===== src/rtl/golden_nonce_reporter.sv =====
// golden_nonce_reporter: captures golden nonces from the miner, queues them, and reports them over UART 8N1.
// Define GOLDEN_NONCE_HEX_EN to send 8 lowercase hex digits plus LF per nonce instead of 4 raw bytes.
module golden_nonce_reporter #(
  parameter int CLKS_PER_BIT    = 434,
  parameter int FIFO_DEPTH_LOG2 = 2
) (
  input  logic                     clk,
  input  logic                     rst_n,
  input  logic                     hit,
  input  logic [31:0]              nonce,
  output logic                     tx_out,
  output logic                     busy,
  output logic                     overflow,
  output logic [FIFO_DEPTH_LOG2:0] fifo_level
);
  localparam int DEPTH = 1 << FIFO_DEPTH_LOG2;
  localparam int CNT_W = (CLKS_PER_BIT > 1) ? $clog2(CLKS_PER_BIT) : 1;
`ifdef GOLDEN_NONCE_HEX_EN
  localparam int MSG_BYTES = 9;
`else
  localparam int MSG_BYTES = 4;
`endif
  localparam logic [CNT_W-1:0]           CNT_LAST  = CNT_W'(CLKS_PER_BIT - 1);
  localparam logic [3:0]                 BYTE_LAST = 4'(MSG_BYTES - 1);
  localparam logic [FIFO_DEPTH_LOG2:0]   FULL_CNT  = (FIFO_DEPTH_LOG2 + 1)'(DEPTH);

  typedef enum logic [1:0] {IDLE, START, DATA, STOP} state_t;

  state_t                     state;
  logic                       hit_last;
  logic [31:0]                mem [DEPTH];
  logic [FIFO_DEPTH_LOG2-1:0] wr_ptr;
  logic [FIFO_DEPTH_LOG2-1:0] rd_ptr;
  logic [FIFO_DEPTH_LOG2:0]   count;
  logic [31:0]                msg;
  logic [CNT_W-1:0]           clk_cnt;
  logic [2:0]                 bit_idx;
  logic [3:0]                 byte_idx;
  logic [7:0]                 cur_byte;
  logic                       capture;
  logic                       pop;
  logic                       push;

  function automatic logic [7:0] hex_char(input logic [3:0] d);
    return (d < 4'd10) ? (8'h30 + {4'h0, d}) : (8'h57 + {4'h0, d});
  endfunction

  // Byte idx of the message built from nonce m.
  function automatic logic [7:0] msg_byte(input logic [31:0] m, input logic [3:0] idx);
    logic [7:0] b;
    b = 8'h0A;
`ifdef GOLDEN_NONCE_HEX_EN
    for (int i = 0; i < 8; i++)
      if (idx == 4'(i)) b = hex_char(m[28-4*i +: 4]);
`else
    for (int i = 0; i < 4; i++)
      if (idx == 4'(i)) b = m[24-8*i +: 8];
`endif
    return b;
  endfunction

  assign capture    = rst_n & hit & ~hit_last;
  assign pop        = rst_n & (state == IDLE) & (count != '0);
  assign push       = capture & ((count != FULL_CNT) | pop);
  assign cur_byte   = msg_byte(msg, byte_idx);
  assign busy       = (count != '0) | (state != IDLE);
  assign fifo_level = count;

  // Capture and FIFO bookkeeping.
  always_ff @(posedge clk) begin
    if (!rst_n) begin
      hit_last <= 1'b0;
      wr_ptr   <= '0;
      rd_ptr   <= '0;
      count    <= '0;
      overflow <= 1'b0;
    end else begin
      hit_last <= hit;
      if (push) wr_ptr <= wr_ptr + 1'b1;
      if (pop)  rd_ptr <= rd_ptr + 1'b1;
      case ({push, pop})
        2'b10:   count <= count + 1'b1;
        2'b01:   count <= count - 1'b1;
        default: count <= count;
      endcase
      if (capture && !push) overflow <= 1'b1;
    end
  end

  always_ff @(posedge clk) begin
    if (push) mem[wr_ptr] <= nonce;
    if (pop)  msg <= mem[rd_ptr];
  end

  // UART transmitter.
  always_ff @(posedge clk) begin
    if (!rst_n) begin
      state    <= IDLE;
      tx_out   <= 1'b1;
      clk_cnt  <= '0;
      bit_idx  <= '0;
      byte_idx <= '0;
    end else begin
      case (state)
        IDLE: begin
          tx_out <= 1'b1;
          if (pop) begin
            state    <= START;
            tx_out   <= 1'b0;
            byte_idx <= '0;
            clk_cnt  <= '0;
            bit_idx  <= '0;
          end
        end
        START: begin
          if (clk_cnt == CNT_LAST) begin
            state   <= DATA;
            tx_out  <= cur_byte[0];
            clk_cnt <= '0;
            bit_idx <= '0;
          end else begin
            clk_cnt <= clk_cnt + 1'b1;
          end
        end
        DATA: begin
          if (clk_cnt == CNT_LAST) begin
            clk_cnt <= '0;
            if (bit_idx == 3'd7) begin
              state   <= STOP;
              tx_out  <= 1'b1;
              bit_idx <= '0;
            end else begin
              bit_idx <= bit_idx + 1'b1;
              tx_out  <= cur_byte[bit_idx + 3'd1];
            end
          end else begin
            clk_cnt <= clk_cnt + 1'b1;
          end
        end
        STOP: begin
          if (clk_cnt == CNT_LAST) begin
            clk_cnt <= '0;
            bit_idx <= '0;
            if (byte_idx == BYTE_LAST) begin
              state  <= IDLE;
              tx_out <= 1'b1;
            end else begin
              byte_idx <= byte_idx + 1'b1;
              state    <= START;
              tx_out   <= 1'b0;
            end
          end else begin
            clk_cnt <= clk_cnt + 1'b1;
          end
        end
        default: begin
          state  <= IDLE;
          tx_out <= 1'b1;
        end
      endcase
    end
  end
endmodule


===== config.mk =====
export PLATFORM = sky130hd
export DESIGN_NAME = golden_nonce_reporter
export DESIGN_NICKNAME = d
export VERILOG_FILES = /design/src/rtl/golden_nonce_reporter.sv
export SDC_FILE = /design/constraint.sdc
export NUM_CORES = 1
export LEC_CHECK = 0
export CAP_MARGIN = 25
export CORE_ASPECT_RATIO = 0.75
export CORE_MARGIN = 2
export CORE_UTILIZATION = 55
export DETAILED_ROUTE_END_ITERATION = 8
export PLACE_DENSITY = 0.79
export SETUP_SLACK_MARGIN = 0.2
export SLEW_MARGIN = 5
export SYNTH_ARGS = -nofsm -noshare
export SYNTH_HDL_FRONTEND = slang
export SYNTH_SLANG_ARGS = --single-unit

===== constraint.sdc =====
create_clock -name clk -period 3.4 [get_ports clk]
set_input_delay 0.51 -clock clk [delete_from_list [all_inputs] [get_ports clk]]
set_output_delay 0.51 -clock clk [all_outputs]
set_load 0.01 [all_outputs]

==> out/results.ini, run 1 <==
[status]
outcome = complete, no violations

[timing]
tns_ns = 0
slew_viol_final = 0
rsz0062_at_grt = false
tightestPinTransition_ns = 0.858
relSlewSlack_pct = 42.7
hold_viol_final = 0
fmax_ghz = 0.383
min_period_ns = 2.61
finClkSkew_ns = 0.0163
finalSetupViolCount = 0
finalCritPeriodShare_pct = 76.7

[critical_path]
crit_fanout = 32
r2r_slack_ns = 0.79
r2r_cells = 6
worst-path-stages = 6
critical_path_class = reg2reg
arrival_ns = 2.68
critPathMaxStageDelay_ns = 0.55
worstPathCellList = inv_1 -> ha_1 -> nand2_1 -> a21oi_1 -> and2_1 -> buf_4
r2r_start = state[1]
r2r-end = mem[1][11]
start_kind = register
end_kind = register
path_buf_inv = 2
cpMaxStageDelayCell = a21oi_1
crit_path_start = state[1]
required_ns = 3.47
critPathCapture = mem[1][11]
path_delay_family = buffers and inverters

[routing]
drt_iter0_drc = 292
routed-wl-met3_um = 604
wire_per_inst_um = 19.4
drtPass1Iterations = 4
ant_nets = 0
wl_met2_mm = 6.77
wirelength_mm = 13.4
top_layer_used = met4
vias_per_cell = 5.78
remaining_drc_errors = 0
wl_met1_mm = 5.84
vias = 3985

[synth]
synth_seq_cells = 188
ys_types = 55
synth_warnings = 0
synthCells = 452
syn_area_um2 = 7600
syn_avg_cell_area_um2 = 16.8
synth_flop_cell = edfxtp_1
syn-num-nets = 505
synth_seq_area_share_pct = 70.6
synth_edf_count = 160
ys_async_sr_fraction_pct = 0

[job]
max-cap-violations = 0

[placement]
dp.cells = 658
gp_congestion = 0.889
hpwlAfterDp_mm = 8.26
numPortBuffers = 40

[worst_hold_path]
min_path_type = reg2reg

[power_and_ir_drop]
power.density_nw_per_um2 = 687
ir_drop_mv = 0.519
leakage_nw = 2.87

[floorplan]
dieHeight_um = 106
core-area_um2 = 13600
rows = 37
initial_utilization_pct = 55.8
dieArea_um2 = 14800
ios = 41
die_w_um = 140

[clocking]
htree_levels = 4
cts_hold_buf = 0
cts_setup_buffers = 0
insertion_delay_ns = 0.43
cts_tree = done
cts_buffers = 17
cts_buffer_depth = 2
root_buffer = clkbuf_16
clkTransAtPathRegs_ns = 0.07
post_cts_resized = 0
cts.sinks = 188

[final_layout]
multi_input_area_um2 = 2080
final_cell_mix = edfxtp_1 (160), clkdlybuf4s50_1 (40), mux4_2 (32)
final_common_cell = edfxtp_1
final_cells = 690
drive_above_1_share_pct = 17.7
area_growth_pct = 15.6
seq_area_um2 = 5370
nNetsFinal = 555
fillers = 919
antenna_cells = 0

[global_routing]
grt_pass1_vias = 4075
antenna_found_initial = 0
grt_pass1_wl_mm = 21.5
grt.overflow.total = 0
track_usage_pct = 19.4
grt_max_degree = 37

-- stage by stage --
step / cell area (um2) / util [%] / hold slack, ns / power, mW / setup slack (ns)
detailed placement: 8210 / 60.3 / 0.482 / 4.18 / 0.394
finish: 8780 / 64.5 / 0.488 / 6.03 / 0.791
floorplan: 7600 / - / 0.453 / 3.80 / 0.716
global route: 8780 / 64.5 / 0.512 / 6.32 / 0.589
global placement: 8210 / 60.3 / 0.459 / 4.14 / 0.573
CTS: 8780 / 64.5 / 0.495 / 6.08 / 0.794
-- sequential cells by signal (all words and copies together) (netlist names), 3 cells and up --
register	flops
fifo_level	3
clk_cnt	9
msg	32
bit_idx	3
byte_idx	4
mem	128
-- worst min path at each step --
| stage | from | endpoint | slack (ns) | cells after the start |
|---|---|---|---|---|
| finish | overflow | overflow | 0.49 | 2 |
| global placement | overflow | overflow | 0.46 | 2 |
| floorplan | clk_cnt[2] | clk_cnt[2] | 0.45 | 2 |
| CTS | bit_idx[1] | bit_idx[1] | 0.49 | 2 |
| global route | overflow | overflow | 0.51 | 2 |
| detailed placement | bit_idx[1] | bit_idx[1] | 0.48 | 2 |
-- final cells by class --
cell class | instances | area share, %
clock buffer | 18 | 4.89
clock inverter | 14 | 1.70
timing repair buffer | 49 | 5.33
sequential | 188 | 61.1
tap | 175 | 2.49
inverter | 18 | 0.769
multi-input combinational | 228 | 23.7
-- kinds of logic after synthesis --
family,count (synthesis),synth area share (%)
muxes,36,10.0
buffers and inverters,36,1.99
AOI/OAI and AO/OA,69,6.26
xor gates and xnor gates,5,0.576
and+or+nand+nor,100,7.51
DFF,188,70.6
adders and majority gates,18,3.06
-- where the power goes --
part           leakage [nW]  switching (mW)  total, mW  internal (mW)
clock                 0.274           0.920       1.90          0.981
combinational         0.918           0.680       1.25          0.571
sequential             1.68          0.0958       2.88           2.78
-- tightest hold or removal path, stage by stage (launching register included) --
cell and delay, ns:
dfxtp_1 0.33, nor2_1 0.05, nor2_1 0.07
-- cell usage after synthesis (2+ instances only) --
cell	n	share of area, %
and3_1	7	0.58
o21ai_0	12	0.79
nor3_2	2	0.26
nand2b_1	3	0.25
xnor2_1	3	0.35
nand3b_1	5	0.49
nor2b_1	11	0.91
a221o_1	4	0.53
nor2_1	25	1.2
o2111ai_1	2	0.23
nor3_1	4	0.26
ha_1	17	2.8
and2_1	7	0.58
clkbuf_1	10	0.49
a21boi_0	2	0.20
mux4_2	32	9.5
o21a_1	5	0.49
a211oi_1	4	0.40
nand2_1	15	0.74
nand3_1	4	0.26
buf_2	7	0.46
xor2_1	2	0.23
a21oi_1	22	1.4
a31o_2	2	0.23
mux2i_1	3	0.40
a221oi_1	4	0.46
inv_1	16	0.79
o221a_2	2	0.30
edfxtp_1	160	63
or3b_2	2	0.23
nor3b_1	7	0.69
dfxtp_1	28	7.4
-- routing by layer --
metal | vias up | track usage (%)
met4 | 0 | 6.29
met2 | 101 | 32.5
met1 | 2012 | 25.1
li1 | 1856 | -
met5 | - | 0
met3 | 16 | 4.95
Note: power is estimated with default switching activity, not from simulation.
==> run 2, diff against run 1 <==
Settings changed: CORE_UTILIZATION 55 to 54, PLACE_DENSITY 0.79 to 0.81.
Clock period 3.4 ns to 2.1 ns, I/O delays scaled along.
==> out/results.ini, run 2 (synthesis results as in run 1) <==
[timing]
slew_viol_final = 0  ; unchanged
tightestPinTransition_ns = 0.465  ; was 0.858 ns
finalSetupViolCount = 0  ; unchanged
relSlewSlack_pct = 69.0  ; was 42.7%
hold_viol_final = 0  ; unchanged
holdWs_ns = 0.488  ; about the same
finalCritPeriodShare_pct = 94.9  ; was 76.7%
rsz0062_at_grt = true  ; was false
setup_ws_ns = 0.107  ; was 0.791 ns
min_period_ns = 1.99  ; was 2.61 ns
finClkSkew_ns = 0.0105  ; was 0.0163 ns
fmax_ghz = 0.502  ; was 0.383 GHz

[critical_path]
worstPathCellList = inv_4 -> ha_4 -> nand2_2 -> or2_4 -> inv_12 -> nand2_4 -> fa_2 -> and3_4 -> a31oi_4 -> xor2_1 -> nor2_1  ; was inv_1 -> ha_1 -> nand2_1 -> a21oi_1 -> and2_1 -> buf_4
start_kind = register  ; unchanged
path_delay_family = simple AND/OR/NAND/NOR gates  ; was buffers and inverters
crit_fanout = 2  ; was 32
end_kind = register  ; unchanged
path_buf_inv = 2  ; unchanged
cpMaxStageDelayCell = dfxtp_4  ; was a21oi_1
required_ns = 2.43  ; was 3.47 ns
critPathMaxStageDelay_ns = 0.36  ; was 0.55 ns
arrival_ns = 2.32  ; was 2.68 ns
critical_path_class = reg2reg  ; unchanged

[clocking]
cts_buffers = 17  ; unchanged
htree_levels = 4  ; unchanged
insertion_delay_ns = 0.43  ; about the same
root_buffer = clkbuf_16  ; unchanged
cts_tree = done  ; unchanged
clkTransAtPathRegs_ns = 0.07  ; about the same
cts_buffer_depth = 2  ; unchanged
cts.sinks = 188  ; unchanged

[routing]
wire_per_inst_um = 19.8  ; was 19.4 um
ant_nets = 0  ; unchanged
drt_iter0_drc = 391  ; was 292
remaining_drc_errors = 0  ; unchanged
vias = 4185  ; was 3985
vias_per_cell = 5.77  ; was 5.78
drtPass1Iterations = 4  ; unchanged
wirelength_mm = 14.4  ; was 13.4 mm

[power_and_ir_drop]
ir_drop_mv = 0.639  ; was 0.519 mV
power.density_nw_per_um2 = 1120  ; was 687 nW/um2
seqPwrFrac_pct = 45.3  ; was 47.7%
switchingPower_mw = 2.86  ; was 1.70 mW
p_int_mw = 7.57  ; was 4.33 mW
pwr-share-clk_pct = 30.6  ; was 31.5%
total_power_mw = 10.4  ; was 6.03 mW
p_comb_share_pct = 24.1  ; was 20.7%
p_sw_share_pct = 27.5  ; was 28.1%
leakage_nw = 3.12  ; was 2.87 nW

[global_routing]
track_usage_pct = 20.7  ; was 19.4%
grt_max_degree = 34  ; was 37
grt_pass1_vias = 4336  ; was 4075
grt.overflow.total = 0  ; unchanged
grt_pass1_wl_mm = 23.0  ; was 21.5 mm
antenna_found_initial = 1  ; was 0

[final_layout]
final_common_cell = edfxtp_1  ; unchanged
max_flop_register = mem  ; unchanged
antenna_cells = 0  ; unchanged
drive_above_1_share_pct = 28.4  ; was 17.7%
multi_input_area_um2 = 2250  ; was 2080 um2
seq_area_um2 = 5380  ; was 5370 um2
final_area_um2 = 9340  ; was 8780 um2
fin_util_pct = 67.9  ; was 64.5%
largest_reg_flops = 128  ; unchanged
final_cell_mix = edfxtp_1 (160), clkdlybuf4s50_1 (39), buf_4 (37)  ; was edfxtp_1 (160), clkdlybuf4s50_1 (40), mux4_2 (32)
area_growth_pct = 22.8  ; was 15.6%
fillers = 864  ; was 919
reg_top3 = mem: 128 flops, msg: 32 flops, clk_cnt: 9 flops  ; unchanged
nNetsFinal = 590  ; was 555

[placement]
postPlaceCellArea_um2 = 8510  ; was 8210 um2
hpwlAfterDp_mm = 9.40  ; was 8.26 mm
numPortBuffers = 40  ; unchanged
gp_congestion = 0.842  ; was 0.889
preCtsSetupSlack_ns = -0.200  ; was 0.394 ns

[floorplan]
die_w_um = 141  ; was 140 um
rows = 37  ; unchanged
ios = 41  ; unchanged
initial_utilization_pct = 55.3  ; was 55.8%
dieArea_um2 = 15100  ; was 14800 um2
dieHeight_um = 107  ; was 106 um
core-area_um2 = 13700  ; was 13600 um2

[worst_hold_path]
min_path_type = reg2reg  ; unchanged

[status]
outcome = complete, no violations  ; unchanged

[job]
max-cap-violations = 0  ; unchanged

## run 2: worst paths after layout
check / start / end / slack (ns) / depth (start not counted)
min: overflow / overflow / 0.49 / 2
max reg2reg: state[0] / fifo_level[2] / 0.11 / 11
max: state[0] / fifo_level[2] / 0.11 / 11
min reg2reg: overflow / overflow / 0.49 / 2
## run 2: area by class of cell
type                    count  share of cell area [%]
clock buffers              18                    4.60
clock inverters            14                    1.70
inverters                  18                   0.938
multi-input cells         228                    24.1
flip-flops and latches    188                    57.6
well taps                 175                    2.34
repair buffers             84                    8.66
## run 2: metal layers
| metal | routed length (um) | GRT usage (%) | vias to the layer above |
|---|---|---|---|
| met2 | 7130 | 32.9 | 99 |
| met1 | 6330 | 28.0 | 2121 |
| li1 | - | - | 1946 |
| met4 | 157 | 6.21 | 2 |
| met5 | 7 | 0 | - |
| met3 | 759 | 6.21 | 17 |
## run 2: worst min-delay path: cells and delay by family, from the launching register on
kind	cells	cell delay, ns
AND/OR/NAND/NOR	2	0.12
flip-flops	1	0.33
## run 2: power by group through the flow
stage	registers, mW	clock network (mW)	logic, mW
2_1_floorplan	4.70	0	1.54
3_3_place_gp	4.79	0	2.23
3_5_place_dp	4.81	0	2.31
4_1_cts	4.73	3.26	2.37
5_1_grt	4.76	3.40	2.73
6_report	4.73	3.19	2.51
## run 2: metrics by stage
stage / std cells / TNS [ns]
2_1_floorplan: 452 / -0.0403
3_5_place_dp: 682 / -22.71
3_3_place_gp: 682 / -19.37
4_1_cts: 718 / 0
6_report: 725 / 0
5_1_grt: 725 / 0
## run 2: what timing repair did
item	4_1_cts	5_1_grt
hold buffers	0	0
pin swaps	2	8
endpoints found under the hold margin	0	0
resized for setup	12	27
setup buffers	4	7
endpoints found under the setup margin	160	161
==> run 3, diff against run 2 <==
Settings changed: CELL_PAD_IN_SITES_DETAIL_PLACEMENT set to 0, CELL_PAD_IN_SITES_GLOBAL_PLACEMENT set to 1, CORE_ASPECT_RATIO 0.75 to 1.25, CORE_UTILIZATION 54 to 46, PLACE_DENSITY 0.81 to 0.8.
==> out/results.ini, run 3 (synthesis results as in run 1) <==
[status]
outcome = complete, no violations  ; unchanged

[floorplan]
ios = 41  ; unchanged
rows = 52  ; was 37
dieHeight_um = 148  ; was 107 um
initial_utilization_pct = 46.9  ; was 55.3%
dieArea_um2 = 17600  ; was 15100 um2
die_w_um = 119  ; was 141 um
core-area_um2 = 16200  ; was 13700 um2

[timing]
slew_viol_final = 0  ; unchanged
holdWs_ns = 0.483  ; was 0.488 ns
rsz0062_at_grt = true  ; unchanged
min_period_ns = 1.91  ; was 1.99 ns
finalSetupViolCount = 0  ; unchanged
finalCritPeriodShare_pct = 90.8  ; was 94.9%
tightestPinTransition_ns = 0.493  ; was 0.465 ns
relSlewSlack_pct = 67.1  ; was 69.0%
hold_viol_final = 0  ; unchanged
fmax_ghz = 0.524  ; was 0.502 GHz
finClkSkew_ns = 0.0103  ; was 0.0105 ns

[critical_path]
r2r_cells = 11  ; unchanged
required_ns = 2.42  ; was 2.43 ns
crit_fanout = 2  ; unchanged
arrival_ns = 2.23  ; was 2.32 ns
worst-path-stages = 11  ; unchanged
end_kind = register  ; unchanged
start_kind = register  ; unchanged
worstPathCellList = inv_4 -> ha_4 -> nand2_2 -> or2_4 -> inv_12 -> nand2_4 -> fa_2 -> and3_4 -> a31oi_4 -> xor2_1 -> nor2_1  ; unchanged
path_delay_family = simple AND/OR/NAND/NOR gates  ; unchanged
path_buf_inv = 2  ; unchanged
r2r-end = fifo_level[2]  ; unchanged
cpMaxStageDelayCell = dfxtp_4  ; unchanged
r2r_start = state[0]  ; unchanged
critical_path_class = reg2reg  ; unchanged
r2r_slack_ns = 0.19  ; was 0.11 ns
critPathMaxStageDelay_ns = 0.35  ; was 0.36 ns

[worst_hold_path]
min_path_type = reg2reg  ; unchanged
min_from = overflow  ; unchanged
hold_depth = 2  ; unchanged
whs_endpoint = overflow  ; unchanged

[placement]
hpwlAfterDp_mm = 9.31  ; was 9.40 mm
gp_congestion = 0.781  ; was 0.842
numPortBuffers = 40  ; unchanged

[clocking]
clkTransAtPathRegs_ns = 0.07  ; about the same
root_buffer = clkbuf_16  ; unchanged
cts_buffer_depth = 2  ; unchanged
cts_buffers = 17  ; unchanged
insertion_delay_ns = 0.43  ; about the same
htree_levels = 4  ; unchanged
cts_hold_buf = 0  ; unchanged
cts_tree = done  ; unchanged
cts.sinks = 188  ; unchanged

[routing]
drt_iter0_drc = 351  ; was 391
ant_nets = 0  ; unchanged
wirelength_mm = 14.7  ; was 14.4 mm
drtPass1Iterations = 4  ; unchanged
vias_per_cell = 5.40  ; was 5.77
wire_per_inst_um = 19.3  ; was 19.8 um
remaining_drc_errors = 0  ; unchanged
vias = 4109  ; was 4185

[power_and_ir_drop]
p_comb_share_pct = 23.8  ; was 24.1%
switchingPower_mw = 2.88  ; was 2.86 mW
p_sw_share_pct = 28.0  ; was 27.5%
pwr-share-clk_pct = 30.9  ; was 30.6%
ir_drop_mv = 0.575  ; was 0.639 mV
leakage_nw = 3.11  ; was 3.12 nW
total_power_mw = 10.3  ; was 10.4 mW
p_int_mw = 7.41  ; was 7.57 mW
power.density_nw_per_um2 = 1090  ; was 1120 nW/um2
seqPwrFrac_pct = 45.3  ; about the same

[job]
max-cap-violations = 0  ; unchanged

[final_layout]
reg_top3 = mem: 128 flops, msg: 32 flops, clk_cnt: 9 flops  ; unchanged
antenna_cells = 0  ; unchanged
final_cell_mix = edfxtp_1 (160), clkdlybuf4s50_1 (39), mux4_2 (32)  ; was edfxtp_1 (160), clkdlybuf4s50_1 (39), buf_4 (37)
max_flop_register = mem  ; unchanged
fin_util_pct = 58.1  ; was 67.9%
largest_reg_flops = 128  ; unchanged
final_common_cell = edfxtp_1  ; unchanged
nNetsFinal = 585  ; was 590
area_growth_pct = 23.8  ; was 22.8%
drive_above_1_share_pct = 26.4  ; was 28.4%

[global_routing]
grt_pass1_wl_mm = 23.1  ; was 23.0 mm
antenna_found_initial = 0  ; was 1
grt_max_degree = 37  ; was 34
grt_pass1_vias = 4379  ; was 4336
track_usage_pct = 17.4  ; was 20.7%
grt.overflow.total = 0  ; unchanged

==> run 3: cell types whose count changed in the layout (fill, tap and decap cells not counted), sizes merged <==
cell    delta
bufinv     -1
buf        -9
clkbuf     +3
inv        +3
clkinv     -1
==> run 3: routing by layer <==
layer | GRT usage [%] | part of all wire [%] | vias to the layer above
met5 | 0 | 0 | -
met4 | 6.19 | 1.8 | 0
li1 | - | - | 1919
met2 | 30.8 | 54 | 105
met3 | 3.74 | 3.6 | 21
met1 | 21.1 | 41 | 2064
==> run 3: through the flow <==
step	setup slack [ns]	TNS, ns	area [um2]	cells
4_1_cts	0.184	0	9230	755
2_1_floorplan	-0.0403	-0.0403	7650	452
5_1_grt	0.0805	0	9410	761
3_3_place_gp	-0.429	-53.27	8540	717
6_report	0.193	0	9410	761
3_5_place_dp	-0.456	-57.13	8540	717
==> run 3: worst reg2reg max path: cells and delay by family, from the launching register on <==
family | cells | cell delay (ns)
compound gates | 1 | 0.13
xor+xnor | 1 | 0.15
fa+ha+maj | 2 | 0.46
buf+inv | 2 | 0.12
flops | 1 | 0.35
simple gates | 5 | 0.57
==> run 3: layout make-up <==
type / count / area [um2]
clock buffers: 17 / 425
clock inverters: 15 / 168
fillers: 1208 / 6790
inverters: 18 / 85.1
multi-input cells: 228 / 2210
flip-flops and latches: 188 / 5380
well taps: 216 / 270
repair buffers: 79 / 873
==> run 3: power by group through the flow <==
stage | Combinational [mW] | Sequential [mW] | Clock (mW)
6_report | 2.45 | 4.66 | 3.18
5_1_grt | 2.69 | 4.69 | 3.41
4_1_cts | 2.41 | 4.66 | 3.24
3_5_place_dp | 2.31 | 4.74 | 0
3_3_place_gp | 2.24 | 4.73 | 0
2_1_floorplan | 1.54 | 4.70 | 0
==> run 3: repair_timing <==
item | in CTS | in global routing
cloned | 0 | 4
pin swaps | 2 | 2
setup endpoints to repair | 139 | 134
setup buffers | 6 | 2
gates resized for setup | 14 | 15
==> run 3: how the worst max path moves through the flow <==
| stage | end | slack (ns) | startpoint |
|---|---|---|---|
| floorplan | fifo_level[2] | -0.04 | state[0] |
| global placement | mem[1][5] | -0.43 | rst_n |
| detailed placement | mem[2][2] | -0.46 | rst_n |
| CTS | fifo_level[2] | 0.18 | state[0] |
| global route | byte_idx[3] | 0.08 | clk_cnt[0] |
| finish | fifo_level[2] | 0.19 | state[0] |
